**src/rtl/writeback_unit.sv**
```systemverilog
// MEM/WB pipeline register, 16 x 16-bit register file with two combinational read ports,
// and a saturating commit counter. Optional MEM/WB-to-read bypass under `WB_BYPASS_EN.
module writeback_unit #(
  parameter int NREGS = 16,
  parameter int DW    = 16
) (
  input  logic          clkwire,
  input  logic          resetn,
  input  logic          checkwritedata,
  input  logic [3:0]    regnum,
  input  logic [DW-1:0] writedata,
  input  logic          stall,
  input  logic [3:0]    readreg1,
  input  logic [3:0]    readreg2,
  output logic [DW-1:0] readdata1,
  output logic [DW-1:0] readdata2,
  output logic          wbvalid,
  output logic [3:0]    wbreg,
  output logic [DW-1:0] wbdata,
  output logic [15:0]   retired
);

  logic          r_wbvalid;
  logic [3:0]    r_wbreg;
  logic [DW-1:0] r_wbdata;
  logic [15:0]   r_retired;
  logic [DW-1:0] r_regs [NREGS];

  logic          w_commit;
  logic          w_byp1;
  logic          w_byp2;

  // Register 0 is never written, so it reads as zero from the array as well.
  assign w_commit = r_wbvalid & ~stall & (r_wbreg != 4'd0);

  // MEM/WB pipeline register: loads every unstalled edge, holds under stall.
  always_ff @(posedge clkwire or negedge resetn) begin
    if (!resetn) begin
      r_wbvalid <= 1'b0;
      r_wbreg   <= 4'd0;
      r_wbdata  <= {DW{1'b0}};
    end else if (!stall) begin
      r_wbvalid <= checkwritedata;
      r_wbreg   <= regnum;
      r_wbdata  <= writedata;
    end else begin
      r_wbvalid <= r_wbvalid;
      r_wbreg   <= r_wbreg;
      r_wbdata  <= r_wbdata;
    end
  end

  // Register file commit from the MEM/WB entry.
  always_ff @(posedge clkwire or negedge resetn) begin
    if (!resetn) begin
      for (int i = 0; i < NREGS; i++) begin
        r_regs[i] <= {DW{1'b0}};
      end
    end else if (w_commit) begin
      r_regs[r_wbreg] <= r_wbdata;
    end else begin
      r_regs <= r_regs;
    end
  end

  // Saturating count of committed writes.
  always_ff @(posedge clkwire or negedge resetn) begin
    if (!resetn) begin
      r_retired <= 16'd0;
    end else if (w_commit && (r_retired != 16'hFFFF)) begin
      r_retired <= r_retired + 16'd1;
    end else begin
      r_retired <= r_retired;
    end
  end

`ifdef WB_BYPASS_EN
  // Forward the pending entry even while stalled; it is the newest value of that register.
  assign w_byp1 = r_wbvalid & (r_wbreg == readreg1);
  assign w_byp2 = r_wbvalid & (r_wbreg == readreg2);
`else
  assign w_byp1 = 1'b0;
  assign w_byp2 = 1'b0;
`endif

  assign readdata1 = (readreg1 == 4'd0) ? {DW{1'b0}} :
                     w_byp1             ? r_wbdata    : r_regs[readreg1];
  assign readdata2 = (readreg2 == 4'd0) ? {DW{1'b0}} :
                     w_byp2             ? r_wbdata    : r_regs[readreg2];

  assign wbvalid = r_wbvalid;
  assign wbreg   = r_wbreg;
  assign wbdata  = r_wbdata;
  assign retired = r_retired;

endmodule

```
**config.mk**
```make
export PLATFORM = sky130hd
export DESIGN_NAME = writeback_unit
export DESIGN_NICKNAME = d
export VERILOG_FILES = /design/src/rtl/writeback_unit.sv
export SDC_FILE = /design/constraint.sdc
export NUM_CORES = 1
export LEC_CHECK = 0
export BUFFER_PORTS_ARGS = -buffer_cell sky130_fd_sc_hd__buf_2
export CAP_MARGIN = 40
export CELL_PAD_IN_SITES_DETAIL_PLACEMENT = 0
export CELL_PAD_IN_SITES_GLOBAL_PLACEMENT = 1
export CORE_UTILIZATION = 25
export DETAILED_ROUTE_END_ITERATION = 16
export PLACE_DENSITY_LB_ADDON = 0.12
export SYNTH_ARGS = -nofsm -noshare
export SYNTH_HDL_FRONTEND = slang
export SYNTH_SLANG_ARGS = --single-unit
```
**constraint.sdc**
```tcl
create_clock -name clkwire -period 2.74 [get_ports clkwire]
set_input_delay 0.274 -clock clkwire [delete_from_list [all_inputs] [get_ports clkwire]]
set_output_delay 0.274 -clock clkwire [all_outputs]
set_load 0.05 [all_outputs]
```
==> metrics.md <==
| Metric | Value |
|---|---|
| Final ANT Viol Nets | `0` |
| Worst hold path class | `primary input to flop` |
| Total grt overflow | `0` |
| Avg Inst Size Synth | `between 10 and 15 sq um` |
| Vias per cell | `5.042` |
| Row count | `90` |
| Vias in the first global route | `roughly 11k` |
| GRT Total Usage | `17.41%` |
| Clock latency on the worst-skew pair | `0.58 ns` |
| Post-synthesis register bit count | `293` |
| Die ar. | `approximately 0.062 sq mm` |
| Worst setup SP type | `flop` |
| Cell Count Post-Placement | `slightly below 2k` |
| Largest net degree at the start of global routing | `65` |
| Leading cell type in the layout, fill and taps excluded | `dfrtp_1` |
| Port bufs | `100` |
| Ys flop type | `dfrtp_1` |
| First-pass GRT wire length | `around 80000 um` |
| Worst-margin pin slew | `0.8437 ns` |
| Tcrit/Tclk final | `96.13%` |
| Crit end category | `output pin` |
| H-tree lvl count | `2` |
| Warnings from Yosys | `0` |
| Fill cells | `~6.1k` |
| Leak Pwr | `8.437 nW` |
| Die Span Y | `249.5 um` |
| Final cell utilization of the core | `31.07%` |
| Top-area cell type share of the netlist area | `47.89%` |
| Worst endpoint required time | `2.47 ns` |
| DR DRC count | `0` |
| VDD IR max | `0.3911 mV` |
| Setup repair bufs after CTS | `0` |
| Post-Syn Area | `0.01531 sq mm` |
| Yosys cell types | `41` |
| Setup ws final | `0.1059 ns` |
| Final setup violation count | `0` |
| Dpl cell area | `around 0.017 sq mm` |
| Fin area | `around 0.019 sq mm` |
| Setup TNS | `0 ns` |
| Starting Density | `25.32%` |
| CTS tree | `yes` |
| Post-synth top area cell | `dfrtp_1` |
| RSZ-0062 raised after global routing | `false` |
| Commonest cells after routing, fill and taps aside | `dfrtp_1, mux2_2, mux2i_1` |
| Area grow syn2layout | `22.71%` |
| Sequential area share after synthesis | `47.89%` |
| Worst slack, placed | `0.2480 ns` |
| Cells after Synth | `1091` |
| Layout cells sized above 1 | `47.52%` |
| Clk_skew | `between 0.03 and 0.04 ns` |
| IO Count | `101` |
| Maximum clock rate | `0.3796 GHz` |
| CTS sink count | `293` |
| Max-cap violation count | `0` |
| Final cell count without fillers | `2031` |
| Routed vias | `10.24k` |
| Slew Limit Fails | `0` |
| CTS Buf Count | `39` |
| Power Density | `867.4 mW/mm^2` |
| Tmin final | `2.634 ns` |
| Total wire length | `approximately 53000 um` |
| Count of nets after finishing | `roughly 1.3k` |
| Top post-synthesis cells by area | `dfrtp_1, mux2_2, mux4_2, mux2i_1, a221oi_1` |
| Post-synth EDFFs | `0` |
| Total core area | `0.06047 sq mm` |
| Net Count, Synth | `1124` |
| Initial antenna violation count | `2` |
| Kind of critical path | `flop to output pin` |
| Hold Vio Cnt, Final | `0` |
| Drt wl/cell | `roughly 26 um` |
| Multi-input logic area | `0.007521 sq mm` |
| FFs w/ async S/R, synth | `100.0%` |
| Starting DRT DRC Count | `607` |
| CP arrival | `2.36 ns` |
| Register area | `~0.0073 sq mm` |
| Root Buffer | `clkbuf_16` |
| Worst-path maximum fanout | `3` |
| Slew headroom | `43.23%` |
| Detail Placement HPWL | `34700 um` |
| Pre-antenna DRT Iters | `4` |
| Clock Path Buffers | `3` |
| Global placer's final weighted congestion | `0.7446` |
| Clock slew seen by the registers of the worst setup and hold paths | `0.06 ns` |
| Outcome | `finished, final reports clean` |
| Die Span X | `249.5 um` |
state kept, by name, indices dropped and copies added, names as in the netlist:
signal / cells
r_regs: 256
wbvalid: 1
wbdata: 16
retired: 16
wbreg: 4
area by class of cell:
class / instances / area share (%)
sequential: 293 / 39.03
multi-input combinational: 687 / 40.03
antenna: 1 / 0.01332
inverter: 3 / 0.05994
tap: 782 / 5.208
clock buffer: 57 / 6.253
timing repair buffer: 199 / 8.804
clock inverter: 9 / 0.6060
cells by family after synthesis:
kind of cell	count (synthesis)	share of synthesized area, %
muxes	443	37.41
DFF	293	47.89
and+or+nand+nor	96	3.743
AOI/OAI and AO/OA	134	6.881
adders and majority gates	1	0.08171
xor gates and xnor gates	13	0.7437
buffers and inverters	111	3.252
synthesized netlist by cell type (10+ instances only):
cell type,n
a211oi_1,15
a21o_1,20
a21oi_1,15
a221o_1,20
a221oi_1,31
a22oi_1,30
and3_1,21
buf_2,35
clkbuf_1,56
dfrtp_1,293
mux2_2,264
mux2i_1,102
mux4_2,77
nand2_1,12
nand3_1,10
nor2b_1,11
metrics by stage:
step / hold slack (ns) / power (W)
CTS: 0.0007572 / 0.01655
detailed placement: 0.2209 / 0.01122
floorplan: -0.02159 / 0.009648
global placement: 0.2201 / 0.01115
global route: 0.03022 / 0.01717
finish: 0.02016 / 0.01630
path summary, 6_finish.rpt:
path,startpoint,endpoint,slack [ns],depth (start not counted)
min,stall,wbdata[0],0.02,2
min in group asynchronous,resetn,r_regs[102],0.23,2
max in group asynchronous,resetn,r_regs[176],1.79,3
max reg2reg,wbreg[3],r_regs[23],0.55,4
max,r_regs[77],readdata1[13],0.11,6
min reg2reg,r_regs[240],r_regs[240],0.39,0
power by group:
group / total (W) / internal [W] / switching [W] / leakage, nW
registers: 0.00668 / 0.00560 / 0.00108 / 3.77
clock network: 0.00517 / 0.00315 / 0.00202 / 0.639
logic: 0.00445 / 0.00230 / 0.00215 / 4.03
layer usage:
metal	wire [um]	global-route usage (%)
met2	25500	28.29
met5	0	0
met3	1818	2.680
met4	1437	5.626
met1	24640	23.67
critical path, stage by stage, from the launching register on:
cell and delay, ns:
dfrtp_1 0.40, mux2i_1 0.09, a221oi_1 0.39, buf_4 0.17, a211oi_1 0.04, a21oi_1 0.48, buf_12 0.21
timing repair:
| item | 4_1_cts | 5_1_grt |
|---|---|---|
| setup endpoints to repair | 1 | 0 |
| resized for setup | 1 | 0 |
| hold buffers | 22 | 0 |
| hold endpoints to repair | 60 | 0 |
Note: power is estimated with default switching activity, not from simulation.
